### src/rtl/jt89_cmdq_pkg.sv
// jt89_cmdq shared types and constants.
// Optional overflow tracking is enabled with JT89_CMDQ_OVF_EN.
package jt89_cmdq_pkg;

  typedef enum logic [1:0] {
    ST_IDLE,
    ST_LOW,
    ST_GAP
  } state_e;

  localparam int LOW_W = 4;
  localparam int GAP_W = 8;

  localparam logic [7:0] DROP_SAT = 8'd255;

endpackage

### src/rtl/jt89_cmdq_fifo.sv
// jt89_cmdq byte FIFO: extra pointer bit separates full from empty.
// Flush wins over push and pop in the same cycle.
module jt89_cmdq_fifo #(
  parameter int AW = 3,
  parameter int DW = 8
) (
  input  logic          clk,
  input  logic          rst_n,
  input  logic          push_i,
  input  logic          pop_i,
  input  logic          flush_i,
  input  logic [DW-1:0] din_i,
  output logic [DW-1:0] dout_o,
  output logic          full_o,
  output logic          empty_o,
  output logic [AW:0]   level_o
);

  localparam int N = 1 << AW;
  localparam logic [AW:0] ONE = {{AW{1'b0}}, 1'b1};

  logic [DW-1:0] mem_q [N];
  logic [AW:0]   wptr_q, wptr_d;
  logic [AW:0]   rptr_q, rptr_d;
  logic          wr_en, rd_en;

  assign full_o  = (wptr_q[AW] != rptr_q[AW]) &&
                   (wptr_q[AW-1:0] == rptr_q[AW-1:0]);
  assign empty_o = (wptr_q == rptr_q);
  assign level_o = wptr_q - rptr_q;
  assign dout_o  = mem_q[rptr_q[AW-1:0]];

  assign wr_en = push_i && !full_o && !flush_i;
  assign rd_en = pop_i && !empty_o && !flush_i;

  always_comb begin
    wptr_d = wptr_q;
    rptr_d = rptr_q;
    if (flush_i) begin
      wptr_d = '0;
      rptr_d = '0;
    end else begin
      if (wr_en) wptr_d = wptr_q + ONE;
      if (rd_en) rptr_d = rptr_q + ONE;
    end
  end

  always_ff @(posedge clk or negedge rst_n) begin
    if (!rst_n) begin
      wptr_q <= '0;
      rptr_q <= '0;
    end else begin
      wptr_q <= wptr_d;
      rptr_q <= rptr_d;
    end
  end

  always_ff @(posedge clk) begin
    if (wr_en) mem_q[wptr_q[AW-1:0]] <= din_i;
  end

endmodule

### src/rtl/jt89_cmdq.sv
// jt89_cmdq: CPU write queue replaying bytes to jt89 wr_n/din.
// Define JT89_CMDQ_OVF_EN to build the ovf / drop_cnt tracking.
module jt89_cmdq
  import jt89_cmdq_pkg::*;
#(
  parameter int DEPTH_LOG2 = 3,
  parameter int LOW_CYC    = 2,
  parameter int GAP_CEN    = 32
) (
  input  logic                  clk,
  input  logic                  rst_n,
  input  logic                  clk_en,
  input  logic                  cpu_wr,
  input  logic [7:0]            cpu_din,
  input  logic                  flush,
  output logic                  cpu_ready,
  output logic [DEPTH_LOG2:0]   level,
  output logic                  busy,
  output logic                  psg_wr_n,
  output logic [7:0]            psg_din,
  output logic                  ovf,
  output logic [7:0]            drop_cnt
);

  state_e           state_q, state_d;
  logic [LOW_W-1:0] lcnt_q, lcnt_d;
  logic [GAP_W-1:0] gcnt_q, gcnt_d;
  logic             wr_n_q, wr_n_d;
  logic [7:0]       din_q, din_d;
  logic             pop;
  logic [7:0]       head;
  logic             full, empty;

  jt89_cmdq_fifo #(
    .AW (DEPTH_LOG2),
    .DW (8)
  ) u_fifo (
    .clk     (clk),
    .rst_n   (rst_n),
    .push_i  (cpu_wr),
    .pop_i   (pop),
    .flush_i (flush),
    .din_i   (cpu_din),
    .dout_o  (head),
    .full_o  (full),
    .empty_o (empty),
    .level_o (level)
  );

  assign cpu_ready = !full;
  assign busy      = (state_q != ST_IDLE) || !empty;
  assign psg_wr_n  = wr_n_q;
  assign psg_din   = din_q;

  always_comb begin
    state_d = state_q;
    lcnt_d  = lcnt_q;
    gcnt_d  = gcnt_q;
    wr_n_d  = wr_n_q;
    din_d   = din_q;
    pop     = 1'b0;
    unique case (state_q)
      ST_IDLE: begin
        wr_n_d = 1'b1;
        // A flushed head is never replayed.
        if (!empty && !flush) begin
          pop     = 1'b1;
          din_d   = head;
          lcnt_d  = LOW_W'(LOW_CYC - 1);
          wr_n_d  = 1'b0;
          state_d = ST_LOW;
        end
      end
      ST_LOW: begin
        if (lcnt_q == '0) begin
          gcnt_d  = GAP_W'(GAP_CEN);
          wr_n_d  = 1'b1;
          state_d = ST_GAP;
        end else begin
          lcnt_d = lcnt_q - 1'b1;
        end
      end
      ST_GAP: begin
        if (clk_en) begin
          gcnt_d = gcnt_q - 1'b1;
          if (gcnt_q <= GAP_W'(1)) state_d = ST_IDLE;
        end
      end
      default: begin
        wr_n_d  = 1'b1;
        state_d = ST_IDLE;
      end
    endcase
  end

  always_ff @(posedge clk or negedge rst_n) begin
    if (!rst_n) begin
      state_q <= ST_IDLE;
      lcnt_q  <= '0;
      gcnt_q  <= '0;
      wr_n_q  <= 1'b1;
      din_q   <= '0;
    end else begin
      state_q <= state_d;
      lcnt_q  <= lcnt_d;
      gcnt_q  <= gcnt_d;
      wr_n_q  <= wr_n_d;
      din_q   <= din_d;
    end
  end

`ifdef JT89_CMDQ_OVF_EN
  logic       ovf_q, ovf_d;
  logic [7:0] drop_q, drop_d;
  logic       drop;

  // Fullness is sampled before the edge, so a same-cycle pop does not help.
  assign drop = cpu_wr && full && !flush;

  always_comb begin
    ovf_d  = ovf_q;
    drop_d = drop_q;
    if (drop) begin
      ovf_d = 1'b1;
      if (drop_q != DROP_SAT) drop_d = drop_q + 1'b1;
    end
  end

  always_ff @(posedge clk or negedge rst_n) begin
    if (!rst_n) begin
      ovf_q  <= 1'b0;
      drop_q <= '0;
    end else begin
      ovf_q  <= ovf_d;
      drop_q <= drop_d;
    end
  end

  assign ovf      = ovf_q;
  assign drop_cnt = drop_q;
`else
  assign ovf      = 1'b0;
  assign drop_cnt = 8'd0;
`endif

endmodule

### config.mk
export PLATFORM = sky130hd
export DESIGN_NAME = jt89_cmdq
export DESIGN_NICKNAME = d
export VERILOG_FILES = /design/src/rtl/jt89_cmdq_pkg.sv /design/src/rtl/jt89_cmdq_fifo.sv /design/src/rtl/jt89_cmdq.sv
export SDC_FILE = /design/constraint.sdc
export NUM_CORES = 1
export LEC_CHECK = 0
export CAP_MARGIN = 20
export CELL_PAD_IN_SITES_DETAIL_PLACEMENT = 0
export CELL_PAD_IN_SITES_GLOBAL_PLACEMENT = 1
export CORE_MARGIN = 5
export CORE_UTILIZATION = 52
export CTS_CLUSTER_SIZE = 14
export DETAILED_ROUTE_END_ITERATION = 8
export DONT_BUFFER_PORTS = 1
export GPL_ROUTABILITY_DRIVEN = 0
export PLACE_DENSITY = 0.85
export SYNTH_ARGS = -nofsm -noshare
export SYNTH_HDL_FRONTEND = slang
export SYNTH_SLANG_ARGS = --single-unit
### constraint.sdc
create_clock -name clk -period 4.2 [get_ports clk]
set_clock_uncertainty 0.2 [all_clocks]
set_input_delay 0.63 -clock clk [delete_from_list [all_inputs] [get_ports clk]]
set_output_delay 0.63 -clock clk [all_outputs]
set_load 0.02 [all_outputs]
==> results of run 1 <==
-- kinds of logic after synthesis --
family / synth area share [%]
compound gates: 4.62
xor+xnor: 3.80
fa+ha+maj: 3.22
buf+inv: 3.98
flops: 65.5
mux: 9.23
other cells: 0.0910
simple gates: 9.54
-- routing by layer --
layer	part of all wire [%]	vias up	GRT usage [%]
met5	0	-	0
met4	1.4	0	5.99
met3	5.1	7	4.39
met2	48	51	27.1
met1	45	1129	23.1
li1	-	1043	-
-- final timing paths --
check | end | slack (ns) | depth (start not counted)
worst max-delay path | u_fifo.mem_q[3][1] | 1.21 | 6
worst min-delay path | u_fifo.rptr_q[0] | 0.13 | 1
worst max register to register | u_fifo.mem_q[3][1] | 1.21 | 6
worst min register to register | gcnt_q[5] | 0.33 | 2
max in group asynchronous | psg_wr_n | 3.04 | 2
min in group asynchronous | gcnt_q[3] | 0.51 | 2
-- synthesized netlist by cell type, types with 3 or more instances --
cell / count
sky130_fd_sc_hd__mux4_2: 16
sky130_fd_sc_hd__ha_1: 9
sky130_fd_sc_hd__nand2_1: 23
sky130_fd_sc_hd__clkbuf_1: 3
sky130_fd_sc_hd__or3_1: 4
sky130_fd_sc_hd__o21ai_0: 4
sky130_fd_sc_hd__nor3_1: 5
sky130_fd_sc_hd__nor2_1: 33
sky130_fd_sc_hd__xnor2_1: 10
sky130_fd_sc_hd__a21oi_1: 6
sky130_fd_sc_hd__o211ai_1: 4
sky130_fd_sc_hd__edfxtp_1: 64
sky130_fd_sc_hd__xor2_1: 6
sky130_fd_sc_hd__nor4_1: 3
sky130_fd_sc_hd__nand3_1: 6
sky130_fd_sc_hd__buf_4: 10
sky130_fd_sc_hd__dfrtp_1: 30
sky130_fd_sc_hd__inv_1: 13
sky130_fd_sc_hd__a31oi_1: 8
-- sequential cells by signal, summed over array words and instances (netlist names) --
name,count
gcnt_q,8
lcnt_q,4
u_fifo.mem_q,64
psg_din,8
state_q,2
u_fifo.wptr_q,4
u_fifo.rptr_q,4
psg_wr_n,1
-- per-stage QoR --
step | std cells | hold slack, ns | util (%) | cell area (um2)
final | 400 | 0.125 | 57.7 | 4460
after global routing | 400 | 0.103 | 57.7 | 4460
after CTS | 400 | 0.110 | 57.7 | 4460
after floorplan | 293 | 0.134 | - | 4150
after detailed placement | 382 | 0.135 | 54.3 | 4200
after global placement | 382 | 0.135 | 54.3 | 4200
-- final cells by class --
type / count / area [um2]
multi-input cells: 167 / 1290
well taps: 102 / 128
fillers: 593 / 3270
repair buffers: 6 / 60.1
clock inverters: 7 / 109
clock buffers: 9 / 124
flip-flops and latches: 95 / 2700
inverters: 14 / 52.6
-- timing repair --
action	4_1_cts	5_1_grt
hold buffers	2	0
setup buffers	0	0
endpoints found under the hold margin	31	0
-- worst max-delay path: stages (launching register included) --
cell and delay, ns:
sky130_fd_sc_hd__dfrtp_1 0.52, sky130_fd_sc_hd__inv_2 0.17, sky130_fd_sc_hd__ha_1 0.38, sky130_fd_sc_hd__nand3_1 0.21, sky130_fd_sc_hd__o21ai_1 0.16, sky130_fd_sc_hd__or3_1 0.41, sky130_fd_sc_hd__nor2_1 0.57
-- power breakdown --
| group | internal (uW) | switching, uW | leakage, uW |
|---|---|---|---|
| Sequential | 1120 | 163 | 0.000963 |
| Clock | 349 | 338 | 0.000118 |
| Combinational | 237 | 319 | 0.000534 |
| Total | 1710 | 820 | 0.00161 |
==> flow_summary.yaml, run 1 <==
outcome:
  status: "complete, no violations"
sta:
  fmaxAchievable_ghz: 0.335
  relative_max_transition_margin_pct: 38.2
  post_route_setup_slack_ns: 1.21
  count_of_final_setup_violators: 0
  finalSetupTns_ns: 0
  final-max-slew-violation-count: 0
  unrepaired_setup_endpoints_after_global_routing: "false"
  final.period_utilization_pct: 71.2
  hold_viol: 0
  period_minus_slack_ns: 2.99
  max_slew.worst_pin.slew_ns: 0.928
layout:
  mostFrequentLayoutCells: "sky130_fd_sc_hd__edfxtp_1, sky130_fd_sc_hd__nor2_1, sky130_fd_sc_hd__dfrtp_1"
  finish.net_count: 316
  area_growth_syn_to_layout_pct: 8.23
  num_antenna_cells: 0
  layout_commonest_cell: "sky130_fd_sc_hd__edfxtp_1"
  layout-drive-gt1-share_pct: 14.4
setup_path:
  worstSetupStartpoint: "u_fifo.rptr_q[2]"
  worst-endpoint-required_ns: 3.99
  cp-end-kind: "flip-flop"
  arrival_ns: 2.78
  critPathMaxFanout: 10
  timing.critical_path.from_type: "flip-flop"
  rr_startpoint: "u_fifo.rptr_q[2]"
  timing_worst_setup_path_type: "reg -> reg"
clock_tree:
  numClockSinks: 95
  tritoncts_buffers: 9
  tritoncts: "yes"
  path_clk_slew_ns: 0.10
  htree_levels: 3
  clock_insertion_delay_worst_skew_ns: 0.36
  clockRootBuffer: "sky130_fd_sc_hd__clkbuf_8"
  cts-root-to-sink-buffers: 2
  postCtsResizedCells: 0
floorplanning:
  io-pin-count: 37
  dieHeight_um: 99
  num_rows: 32
  floorplan.die_area_mm2: 0.00980
  initial_utilization_pct: 53.3
  floorplan.die.width_um: 99
  coreArea_mm2: 0.00773
power_and_ir_drop:
  vdd_drop_max_uv: 169
  power_per_cell_area_mw_per_mm2: 567
  total_power_uw: 2530
  power_leakage_uw: 0.00161
synthesis:
  yosysWarnings: 0
  synth.cell_area_mm2: 0.00412
  synthesis.area_per_instance_um2: 14.5
  synthDominantCellAreaShare_pct: 46.7
  sequential_fraction_of_the_synthesis_area_pct: 65.5
  synth_top_flop_cell: "sky130_fd_sc_hd__edfxtp_1"
  yosys-top-cells-area: "sky130_fd_sc_hd__edfxtp_1, sky130_fd_sc_hd__dfrtp_1, sky130_fd_sc_hd__mux4_2"
  synth_cell_types: 42
  yosysTopAreaCell: "sky130_fd_sc_hd__edfxtp_1"
  postSynthRegisterBits: 95
  number_of_flops_mapped_to_enable_cells_by_yosys: 64
  synthCells: 285
  synthArstFlopShare_pct: 32.6
global_routing:
  globalRoute.totalOverflow: 0
  largest_net_degree_at_the_start_of_global_routing: 32
  antenna_violations_before_repair: 0
  grt_first_pass_wirelength_um: 12700
  grtUsageTotal_pct: 17.1
  grt_pass1_vias: 2311
flow_run:
  max-cap-violations: 0
worst_hold_path:
  timing.hold.worst.class: "in -> reg"
  holdCritStartpoint: "flush"
placed_design:
  dp.final_hpwl_um: 5440
  post-place-ws_ns: 1.22
  buffers_on_ports: 0
drt:
  wl_per_cell_um: 19.2
  wl_um: 7700
  vias: 2230
  post-route-drc-count: 0
  drt.antenna.violating_nets: 0
  drt_pass1_iterations: 4
  avgViaCountPerCell: 5.58
  drtIter0Drc: 88
Note: power is estimated with default switching activity, not from simulation.
==> run 2, diff against run 1 <==
==> constraint.sdc (replaced) <==
create_clock -name clk -period 2.9 [get_ports clk]
set_clock_uncertainty 0.2 [all_clocks]
set_input_delay 0.435 -clock clk [delete_from_list [all_inputs] [get_ports clk]]
set_output_delay 0.435 -clock clk [all_outputs]
set_load 0.02 [all_outputs]
==> run 2 against run 1 <==
Effect of this change:
- highest routed layer unchanged
- first-iteration DRC count rose by 130%
- power is 41% higher
- maximum frequency is 13% higher
- largest power group unchanged
- hold slack gained 0.011 ns
- setup slack lost 0.95 ns
- global-route usage rose by 0.89 points
==> flow_summary.yaml, run 2 (same netlist as run 1, synthesis figures left out) <==
setup_path:
  critPathMaxFanout: 10
  worst-endpoint-required_ns: 2.71
  crit_path_max_incr_delay_ns: 0.46
  timing.critical_path.from_type: "flip-flop"
  arrival_ns: 2.45
  cp_slowest_cell: "sky130_fd_sc_hd__or3_1"
  cp-end-kind: "flip-flop"
  crit_path_cell_trace: "inv_2 -> ha_1 -> nand3_1 -> o21ai_1 -> or3_1 -> nor2_2"
  timing_worst_setup_path_type: "reg -> reg"
clock_tree:
  postCtsSetupBuffers: 0
  tritoncts_buffers: 9
  cts-root-to-sink-buffers: 2
  clock_insertion_delay_worst_skew_ns: 0.36
  clockRootBuffer: "sky130_fd_sc_hd__clkbuf_8"
  tritoncts: "yes"
  path_clk_slew_ns: 0.10
  htree_levels: 3
  numClockSinks: 95
global_routing:
  grtUsageTotal_pct: 18.0
  grt_pass1_vias: 2322
  grt-busiest-layer: "met2"
  largest_net_degree_at_the_start_of_global_routing: 32
  globalRouteMet2Util_pct: 27.7
  grt_util_met1_pct: 25.2
  antenna_violations_before_repair: 2
  grt_first_pass_wirelength_um: 13300
  globalRoute.totalOverflow: 0
  met3_usage_pct: 3.82
worst_hold_path:
  timing.hold.worst.class: "in -> reg"
floorplanning:
  coreArea_mm2: 0.00773
  floorplan.die.width_um: 99
  floorplan.die_area_mm2: 0.00980
  num_rows: 32
  dieHeight_um: 99
  io-pin-count: 37
  initial_utilization_pct: 53.3
layout:
  finish.net_count: 333
  area_growth_syn_to_layout_pct: 11.6
  post-route-util_pct: 59.5
  layout_commonest_cell: "sky130_fd_sc_hd__edfxtp_1"
  post_layout_nonfiller_instances: 419
  largest_register_ffs: 64
  layout-drive-gt1-share_pct: 17.5
  mostFrequentLayoutCells: "sky130_fd_sc_hd__edfxtp_1, sky130_fd_sc_hd__nor2_1, sky130_fd_sc_hd__dfrtp_1"
placed_design:
  buffers_on_ports: 0
  dp.final_hpwl_um: 5690
  placed_cells: 390
drt:
  post-route-drc-count: 0
  drt.antenna.violating_nets: 0
  vias: 2342
  wl_per_cell_um: 19.5
  drt_pass1_iterations: 4
  avgViaCountPerCell: 5.59
  drtIter0Drc: 205
  wl_um: 8190
power_and_ir_drop:
  internal_power_uw: 2320
  vdd_drop_max_uv: 239
  switching_share_pct: 34.6
  total_power_uw: 3560
  switching_power_uw: 1230
  combPwrFrac_pct: 23.8
  power.sequential.fraction_pct: 52.3
  power_per_cell_area_mw_per_mm2: 774
  power_leakage_uw: 0.00168
  clock_power_share_pct: 23.9
sta:
  period_minus_slack_ns: 2.64
  fmaxAchievable_ghz: 0.379
  final-max-slew-violation-count: 0
  hold_viol: 0
  final.period_utilization_pct: 91.0
  unrepaired_setup_endpoints_after_global_routing: "false"
  count_of_final_setup_violators: 0
outcome:
  status: "complete, no violations"
flow_run:
  max-cap-violations: 0
-- run 2: metrics by stage --
stage	hold WS, ns	area, um2	setup TNS [ns]	setup slack, ns
finish	0.137	4600	0	0.261
global route	0.161	4600	0	0.121
CTS	0.123	4580	0	0.122
detailed placement	-0.0598	4270	0	0.169
global placement	-0.0599	4270	0	0.329
floorplan	-0.0606	4160	-3.29	-0.0609
-- run 2: path summary, 6_finish.rpt --
path	from	to	slack, ns	cells after the start
setup / recovery	u_fifo.rptr_q[2]	u_fifo.mem_q[3][4]	0.26	6
hold / removal	cpu_wr	u_fifo.wptr_q[3]	0.14	3
setup reg to reg	u_fifo.rptr_q[2]	u_fifo.mem_q[3][4]	0.26	6
hold reg to reg	lcnt_q[1]	lcnt_q[1]	0.34	1
max in group asynchronous	rst_n	psg_wr_n	1.92	2
min in group asynchronous	rst_n	u_fifo.rptr_q[1]	0.33	2
-- run 2: power groups by stage --
stage	Clock (uW)	Sequential (uW)	Combinational, uW
after global placement	0	1890	795
final	850	1860	845
after floorplan	0	1840	681
after CTS	866	1860	856
after detailed placement	0	1890	813
after global routing	924	1890	949
-- run 2: area by class of cell --
type / instances / area (um2)
fill: 584 / 3130
timing repair buffer: 23 / 210
clock buffer: 9 / 124
antenna: 2 / 5.00
tap: 102 / 128
multi-input combinational: 167 / 1310
sequential: 95 / 2700
inverter: 14 / 52.6
clock inverter: 7 / 70.1
-- run 2: what timing repair did --
action	CTS	global route
endpoints found under the setup margin	0	16
gates resized for setup	0	3
hold buffers	11	0
hold endpoints to repair	103	0
-- run 2: critical path, delay by kind of cell, from the launching register on --
family,cells,cell delay (ns)
adder cells (fa/ha/maj),1,0.31
AO/OA/AOI/OAI,1,0.11
buffers and inverters,1,0.17
AND/OR/NAND/NOR,3,1.09
flip-flops,1,0.40
-- run 2: per-layer routing --
metal,vias to the layer above,wire (um)
met5,-,0
met4,0,119
met3,11,624
met2,78,3900
met1,1177,3540
li1,1076,-
